File: src/rtl/serial_arith_pkg.sv
// Shared definitions for the bit-serial arithmetic cells: FSM states, default
// word width and counter sizing helper.
package serial_arith_pkg;

  typedef enum logic {
    IDLE = 1'b0,
    RUN  = 1'b1
  } serial_state_t;

  localparam int unsigned SERIAL_WIDTH_DEFAULT = 8;

  function automatic int unsigned clog2(input int unsigned value);
    int unsigned result;
    result = 0;
    for (int unsigned v = value - 1; v > 0; v = v >> 1) begin
      result = result + 1;
    end
    return result;
  endfunction

endpackage

File: src/rtl/one_bit_full_subtractor.sv
// Combinational one-bit full subtractor: d = a - b - bin with borrow out.
module one_bit_full_subtractor (
  input  logic a,
  input  logic b,
  input  logic bin,
  output logic d,
  output logic bout
);

  always_comb begin
    d    = a ^ b ^ bin;
    bout = (~a & b) | (~(a ^ b) & bin);
  end

endmodule

File: src/rtl/serial_full_subtractor.sv
// Bit-serial LSB-first subtractor D = A - B with a registered borrow chain.
// Optional signed overflow output when SERIAL_SUB_OVERFLOW_EN is defined.
module serial_full_subtractor
  import serial_arith_pkg::*;
#(
  parameter int unsigned WIDTH = SERIAL_WIDTH_DEFAULT
) (
  input  logic clk,
  input  logic rst,
  input  logic in_valid,
  input  logic in_start,
  input  logic a_bit,
  input  logic b_bit,
  output logic diff_valid,
  output logic diff_bit,
  output logic word_done,
  output logic borrow_out,
  output logic busy
`ifdef SERIAL_SUB_OVERFLOW_EN
  ,
  output logic overflow
`endif
);

  localparam int unsigned CW = clog2(WIDTH);

  serial_state_t state;
  logic [CW-1:0] cnt;
  logic          borrow_q;

  logic start_bit;
  logic accept;
  logic msb_bit;
  logic bin;
  logic d;
  logic bout;

  // A start bit always opens a new word, even mid-word, so it overrides the
  // MSB decision and the stored borrow.
  always_comb begin
    start_bit = in_valid & in_start;
    accept    = start_bit | (in_valid & (state == RUN));
    msb_bit   = (state == RUN) & ~in_start & (cnt == CW'(WIDTH - 1));
    bin       = start_bit ? 1'b0 : borrow_q;
  end

  one_bit_full_subtractor u_cell (
    .a    (a_bit),
    .b    (b_bit),
    .bin  (bin),
    .d    (d),
    .bout (bout)
  );

  always_ff @(posedge clk) begin
    if (rst) begin
      state      <= IDLE;
      cnt        <= '0;
      borrow_q   <= 1'b0;
      diff_valid <= 1'b0;
      diff_bit   <= 1'b0;
      word_done  <= 1'b0;
      borrow_out <= 1'b0;
`ifdef SERIAL_SUB_OVERFLOW_EN
      overflow   <= 1'b0;
`endif
    end else begin
      diff_valid <= accept;
      diff_bit   <= accept & d;
      word_done  <= accept & msb_bit;
      if (accept) begin
        if (start_bit) begin
          state    <= RUN;
          cnt      <= CW'(1);
          borrow_q <= bout;
        end else if (msb_bit) begin
          state      <= IDLE;
          cnt        <= '0;
          borrow_q   <= 1'b0;
          borrow_out <= bout;
`ifdef SERIAL_SUB_OVERFLOW_EN
          overflow   <= (a_bit != b_bit) & (d != a_bit);
`endif
        end else begin
          cnt      <= cnt + CW'(1);
          borrow_q <= bout;
        end
      end
    end
  end

  assign busy = (state == RUN);

endmodule

File: config.mk
export PLATFORM = sky130hd
export DESIGN_NAME = serial_full_subtractor
export DESIGN_NICKNAME = d
export VERILOG_FILES = /design/src/rtl/serial_arith_pkg.sv /design/src/rtl/one_bit_full_subtractor.sv /design/src/rtl/serial_full_subtractor.sv
export SDC_FILE = /design/constraint.sdc
export NUM_CORES = 1
export LEC_CHECK = 0
export ABC_CLOCK_PERIOD_IN_PS = 1210
export CAP_MARGIN = 40
export CORE_AREA = 2 2 39 41
export DETAILED_ROUTE_END_ITERATION = 12
export DIE_AREA = 0 0 41 43
export GPL_ROUTABILITY_DRIVEN = 0
export GPL_TIMING_DRIVEN = 0
export SYNTH_ARGS = -nofsm -noshare
export SYNTH_HDL_FRONTEND = slang
export SYNTH_SLANG_ARGS = --single-unit
File: constraint.sdc
create_clock -name clk -period 1.21 [get_ports clk]
set_input_delay 0.242 -clock clk [delete_from_list [all_inputs] [get_ports clk]]
set_output_delay 0.242 -clock clk [all_outputs]
set_load 0.02 [all_outputs]
* Word level (Yosys, flattened, before mapping)
Index checks and enable logic that the tools add are counted.
** Word-level totals
- Bits in writable memories :: 0
- Logic and storage cells :: 35
- Output and inout bits :: 5
- Flip-flop bits (word level) :: 9
- ROM bits :: 0
- Latch bits :: 0
- Input bits :: 6
- Memories :: 0
** Cells by class
- Eq/ne operators :: 1
- $mul :: 0
- Add/subtract/negate cells :: 1
- Div/mod/pow operators :: 0
- Multiplexer cells :: 7
- Bitwise logic cells :: 16
- Shift operators :: 0
- $lt $le $gt $ge :: 0
- Reduce and logical (&&, ||, !) cells :: 3
** Operators by type and width (count)
- bitwise AND 1 bit :: 8
- 2-to-1 mux 3 bit :: 2
- 2-to-1 mux 1 bit :: 5
- NOT 1 bit :: 4
- adder 3 x 1 -> 3 bit, second input constant :: 1
- equality test 3 bit, second input constant :: 1
- AND reduction 3 bit :: 1
- OR 1 bit :: 2
- AND reduction 2 bit :: 1
- nonzero test 2 bit :: 1
- bitwise XOR 1 bit :: 2

* Longest topological paths before layout
Gate-level depths: netlist of the first run.
- Depth in word-level cells :: 6
- Depth in mapped cells :: 6
- Gate-level depth less buffers :: 6

* Cells and area by module
A second synthesis of the first run with hierarchy kept.
** Unflattened totals
- Cells, all modules :: 42
- Area, all modules :: 402.9 µm²
** By module, submodules not included
- serial_full_subtractor :: instances 1, cells each 38, sequential area each 180.2 µm², area an instance 371.6 µm²
- one_bit_full_subtractor :: instances 1, cells each 4, sequential area each 0.0 µm², area an instance 31.3 µm²

* Worst setup path before layout of the first run
Ideal clock, no wire load.
- Path type :: register to register
- Start point :: reg cnt[0]
- End point :: reg borrow_q
- Setup time :: 0.070 ns
- Stages on the path, launching flop included :: 6
- Slack :: 0.091 ns
- Period minus slack after synthesis :: 1.119 ns
- Data arrival time :: 1.049 ns
- Required time :: 1.140 ns
- Path buffers :: 0
- Cells stage by stage :: dfxtp_1 ha_1 ha_1 nor2b_1 o21ai_0 a21oi_1
** On the way
- Cells in the longest elaborated chain, start to end :: 4
** RTL lines
- start: declaration :: RTL line serial_full_subtractor.sv:28 : logic [CW-1:0] cnt;
- start signal: assignment :: RTL line serial_full_subtractor.sv:85 : cnt <= cnt + CW'(1);
- equality test 3 bit :: RTL line serial_full_subtractor.sv:43 : msb_bit = (state == RUN) & ~in_start & (cnt == CW'(WIDTH - 1));
- bitwise AND 1 bit :: RTL line serial_full_subtractor.sv:43
- 2-to-1 mux 1 bit :: RTL line serial_full_subtractor.sv:76 : end else if (msb_bit) begin
- 2-to-1 mux 1 bit :: RTL line serial_full_subtractor.sv:72 : if (start_bit) begin
- end signal: assignment :: RTL line serial_full_subtractor.sv:75 : borrow_q <= bout;
- end signal: assignment :: RTL line serial_full_subtractor.sv:86 : borrow_q <= bout;
- end: declaration :: RTL line serial_full_subtractor.sv:29 : logic borrow_q;
No other way between the ends.
A chain may end at the register's enable or synchronous reset.

* Worst setup path in the final report of the first run
- Start point :: in in_valid
- End point :: reg borrow_q
** On the way
- Cells in the longest elaborated chain, start to end :: 6
- Elaborated cells on any way between the ends :: 8
- Those cells by class :: mux: 3; bitwise: 5
** RTL lines
- start: declaration :: RTL line serial_full_subtractor.sv:10 : input logic in_valid,
- bitwise AND 1 bit :: RTL line serial_full_subtractor.sv:41 : start_bit = in_valid & in_start;
- 2-to-1 mux 1 bit :: RTL line serial_full_subtractor.sv:44 : bin = start_bit ? 1'b0 : borrow_q;
- bitwise AND 1 bit :: RTL line one_bit_full_subtractor.sv:12 : bout = (~a & b) | (~(a ^ b) & bin);
- OR 1 bit :: RTL line one_bit_full_subtractor.sv:12
- 2-to-1 mux 1 bit :: RTL line serial_full_subtractor.sv:76
- 2-to-1 mux 1 bit :: RTL line serial_full_subtractor.sv:72
Several ways; a longest one is shown, not always the timed one.

==> summary.txt, run 1 <==
Placed design
  – DP Wirelength: 582 µm
  – Place WS: -567.5 ps
  – PortBufs: 9
  – Dpl cell area: 490.5 µm²

Global routing
  – Grt total ovfl: 0
  – Pin count of the biggest net entering global routing: 9
  – Number of antenna violations at the first check in global routing: 0
  – GR peak layer: met2
  – GR Util All Layers: 10.87%
  – First-pass GRT wire length: 1221 µm
  – GRT met1 Usage: 12.30%
  – Grt met3 use: 3.141%
  – Number of global-route vias before repair: 304
  – Global-route track usage on met2: 15.31%

Timing
  – Setup ws final: 28.25 ps
  – Setup TNS: 0 ps
  – Rel. slew slack: 69.86%
  – Slew @ Worst Pin: 447.4 ps
  – Min Tclk post-route: 1182 ps
  – Hold slack: 338.2 ps
  – Clock Skew: 5.900 ps
  – Final setup viols: 0
  – Final hold vios: 0
  – Final period util: 97.67%
  – Fmax: 846.2 MHz
  – Final number of max-transition violations: 0

Hold path
  – Hold path startpoint: rst
  – Worst Hold Depth: 2
  – Hold Path End: cnt[2]
  – Worst Hold Class: in -> reg

Setup path
  – Flop-to-flop setup slack: 50 ps
  – Arrival time at the worst endpoint: 1370 ps
  – CP Max Fanout: 7
  – Reg2Reg Capture Point: cnt[0]
  – Crit path kind: in -> reg
  – Req. time, crit path: 1400 ps
  – Nature of the critical path startpoint: primary input
  – FF-to-FF path depth: 5
  – Critical path capture point type: flop
  – RR Startpoint: cnt[0]

Pwr
  – Max VDD drop: 0.5066 mV
  – Static leakage: 0.2272 nW
  – PwrDens: 1131 mW/mm²

Clocking
  – CTS tree: yes
  – CTS buffer count: 3
  – Reg clk slew, reported paths: 60 ps
  – CTS sink cnt: 9
  – Root Buffer Master: clkbuf_4
  – Longest Clk Path Bufs: 2
  – Worst-skew pair later-pin latency: 260 ps
  – # H-tree levels: 1

Floorplan
  – Num ports: 11
  – Die area: 0.001763 mm²
  – Core area: 0.001384 mm²
  – Die Wd: 41 µm
  – Starting Density: 27.49%
  – Cell Rows: 14
  – Die Height: 43 µm

Synthesis
  – Post-synth EDFFs: 0
  – Total of warnings raised by yosys: 0
  – Post-synth ARST share: 0%
  – FF+latch count, synth: 9
  – Unique masters post-synth: 17
  – Commonest cells in the netlist: dfxtp_1, nand2_1, a21oi_1, nor2_1, nor2b_1
  – Ranking of synthesized cells by area: dfxtp_1, ha_1, nand2_1
  – Top FF cell, synth: dfxtp_1
  – Average cell area after synthesis: 9.509 µm²
  – Yosys top cell by area: dfxtp_1
  – Largest family of logic cells by synthesized area: simple AND/OR/NAND/NOR gates
  – Most common cell in the netlist: dfxtp_1
  – Synth Area in Adders: 11.84%
  – Synth Area in Compound Gates: 17.43%
  – Netlist Area Pre-Place: 380.4 µm²
  – Post-Synth Simple-Gate Area: 20.39%
  – Syn nets: 49
  – Post-synthesis sequential area ratio: 47.37%
  – Mux contribution to synthesized area: 0%
  – Yosys top cell area share: 47.37%
  – Syn Inst Count: 40
  – Post-Synth XOR/XNOR Area: 0%

Detailed routing
  – Total Wirelength: 801 µm
  – Vias/cell: 4.700
  – DRC: 0
  – Final ANT Viol Nets: 0
  – DR iter-0 viols: 9
  – Routed wire length per instance: 11.44 µm
  – Pre-Repair DR Iteration Count: 4
  – Via count: 329

Finish
  – Multi-input logic area: 215.2 µm²
  – Area Overhead vs Synth: 43.75%
  – Final nets: 64
  – Layout cells sized above 1: 27.78%
  – Fill cells: 152
  – Sequential Area: 181.4 µm²
  – Util after Layout: 39.51%
  – Finished Cell Area: 546.8 µm²
  – Antenna fix cells: 0

Run status
  – Status: finished, final reports clean

Job
  – Maxcap violations: 0
-- stage by stage --
stage          instances  power [mW]
2_1_floorplan         40      0.3556
3_3_place_gp          65      0.3912
3_5_place_dp          65      0.3930
4_1_cts               70      0.6249
5_1_grt               70      0.6568
6_report              70      0.6182
-- sequential cells by signal (all words and copies together) (netlist names) --
name / flops
borrow_out: 1
borrow_q: 1
diff_valid: 1
word_done: 1
busy: 1
cnt: 3
diff_bit: 1
-- critical path: stages --
cell	delay (ps)
dlygate4sd2_1	300
nand2_2	90
nand2_1	70
fa_2	340
nor2b_1	110
o21ai_0	80
a21oi_1	140
-- how the worst max path moves through the flow --
stage / startpoint / to / slack, ps
final: in_valid / borrow_q / 30
after global routing: cnt[0] / cnt[2] / -10
after CTS: cnt[0] / word_done / 5
after detailed placement: in_valid / borrow_q / -570
after global placement: in_valid / borrow_q / -570
after floorplan: cnt[0] / borrow_q / 90
-- layout make-up --
type	count	area share, %
multi-input cells	28	39.36
flip-flops and latches	9	33.18
repair buffers	10	16.93
clock buffers	4	4.805
well taps	16	3.661
inverters	2	1.373
plain buffers	1	0.6865
-- where the power goes --
part	switching [mW]	leakage (nW)	internal, mW
registers	0.00693	0.0737	0.307
logic	0.0384	0.139	0.0340
clock network	0.105	0.0150	0.127
-- cell families (layout without fill, tap and decap cells) --
family,count (synthesis),after routing
compound gates,10,10
fa+ha+maj,3,3
buf+inv,3,17
flops,9,9
simple gates,15,15
-- layer usage --
metal / wire (µm) / vias up
met2: 409 / 10
met1: 331 / 150
met4: 19 / 0
li1: - / 167
met3: 40 / 2
met5: 0 / -
-- placed cells by master, fill, tap and decap left out --
cell type / Yosys / routed
nand2_2: 0 / 1
ha_4: 0 / 1
clkbuf_2: 0 / 1
buf_4: 0 / 1
and3b_4: 1 / 1
dfxtp_2: 0 / 1
ha_2: 0 / 1
a32oi_1: 1 / 1
clkdlybuf4s15_2: 0 / 1
dlygate4sd2_1: 0 / 5
o21ai_0: 2 / 2
dlymetal6s2s_1: 0 / 2
nor2b_1: 3 / 3
dfxtp_1: 9 / 8
inv_1: 2 / 1
nor2_1: 3 / 3
nor4_2: 0 / 1
and2_1: 1 / 1
a21oi_1: 3 / 3
inv_2: 0 / 1
a311oi_1: 1 / 1
clkbuf_1: 1 / 2
fa_2: 0 / 1
clkbuf_4: 0 / 3
a21oi_2: 1 / 1
a22oi_1: 2 / 2
nand2_1: 6 / 5
-- repair_timing --
item                                    CTS  global route
endpoints found under the setup margin   11             8
gates resized for setup                  13             8
hold buffers                              0             0
setup buffers                             1             0
pin swaps                                 3             3
No activity file was read; power rests on OpenSTA's default activity.
==> run 2, diff against run 1 <==
SLEW_MARGIN = 20   (was default)
==> results of run 2 <==
Same layout as run 1: the final DEF is identical, and so are final timing and power.
==> RTL edit (config.mk and constraints of run 2) <==
Add a define of `SERIAL_SUB_OVERFLOW_EN`.
--- a/src/rtl/serial_full_subtractor.sv
+++ b/src/rtl/serial_full_subtractor.sv
@@ -1,4 +1,6 @@
 // Bit-serial LSB-first subtractor D = A - B with a registered borrow chain.
 // Optional signed overflow output when SERIAL_SUB_OVERFLOW_EN is defined.
+`define SERIAL_SUB_OVERFLOW_EN
+
 module serial_full_subtractor
   import serial_arith_pkg::*;
Behaviour (old outputs only; new: overflow): unchanged (Yosys induction, for registers that start in step).
==> RTL edit against run 2 <==
The run now ends with negative setup slack left. Setup slack worse by 0.19 ns. Cell area increased by 20%. Wire length increased by 5.5%. Sequential cell count rose by 1. First-iteration DRC count is 67% lower. Critical path depth decreased by 2. Die area is the same. Synthesized area up 21%. Worst hold slack got worse by 0.0046 ns. Power is 4.5% higher.
==> RTL edit: results (changes against run 2) <==
post_cts resized 24 (was 13); status complete, but fails checks (was completed); count of nets after finishing 78 (was 64); first-pass GRT wire length 1320 um (was 1220 um); via count 407 (was 329); Final WS setup -0.167 ns (was 0.0282 ns); syn_area_per_cell 9.42 um^2 (was 9.51 um^2); layout cell share with drive strength beyond 1 33.3% (was 27.8%); postcts setup bufs 3 (was 1); Synth Area in Compound Gates 18.2% (was 17.4%); Synthesized Nets 59 (was 49); met2 Usage GRT 16.9% (was 15.3%); dpl cells 75 (was 65); post-DP HPWL 598 um (was 582 um); Synth top cells by count dfxtp_1 (10), nand2_1 (7), inv_1 (4), nor2_1 (4) (was dfxtp_1 (9), nand2_1 (6), a21oi_1 (3), nor2_1 (3), nor2b_1 (3)); pin count of the biggest net entering global routing 11 (was 9); Post-DP Area 597 um^2 (was 490 um^2); Comb power frac 12.3% (was 11.7%); Yosys cell types 23 (was 17); end of the worst hold path word_done$_SDFF_PP0_ (was cnt[2]$_SDFFE_PP0P_); GR Layer Usage met1 11.4% (was 12.3%); Comb. pwr 0.0793 mW (was 0.0724 mW); met2 WL 437 um (was 409 um); violated checks negative setup slack; # setup viols final 1 (was 0); Layout Skew 0.00407 ns (was 0.00590 ns); Reg2Reg Launch Point borrow_q$_SDFFE_PP0P_ (was cnt[0]$_SDFFE_PP0P_); DR pass1 iterations 2 (was 4); Synth Area in XOR/XNOR 1.90% (was 0%); Vias per Instance 4.96 (was 4.70); adder and majority gate portion of the synthesized area 12.5% (was 11.8%); Int Pwr 0.489 mW (was 0.468 mW); Worst Hold Launch in_start (was rst); Worst path slowest cell fa_1 (was fa_2); fraction of the yosys area taken by sequential cells 43.4% (was 47.4%)
## RTL edit: area by class of cell
cell class	count	area, um^2
inverter	4	15.0
tap	16	20.0
sequential	10	205
timing repair buffer	14	115
buffer	1	3.75
multi-input combinational	34	275
clock buffer	3	22.5
fill	138	727
## RTL edit: worst max-delay path by stage
| stage | endpoint | cells after the start | slack, ns | from |
|---|---|---|---|---|
| 2_1_floorplan | overflow$_SDFFE_PP0P_ | 6 | -0.14 | in_valid |
| 3_3_place_gp | overflow$_SDFFE_PP0P_ | 7 | -0.83 | in_valid |
| 3_5_place_dp | overflow$_SDFFE_PP0P_ | 7 | -0.82 | in_valid |
| 4_1_cts | overflow$_SDFFE_PP0P_ | 5 | -0.21 | borrow_q$_SDFFE_PP0P_ |
| 5_1_grt | overflow$_SDFFE_PP0P_ | 5 | -0.24 | borrow_q$_SDFFE_PP0P_ |
| 6_report | overflow$_SDFFE_PP0P_ | 5 | -0.17 | borrow_q$_SDFFE_PP0P_ |
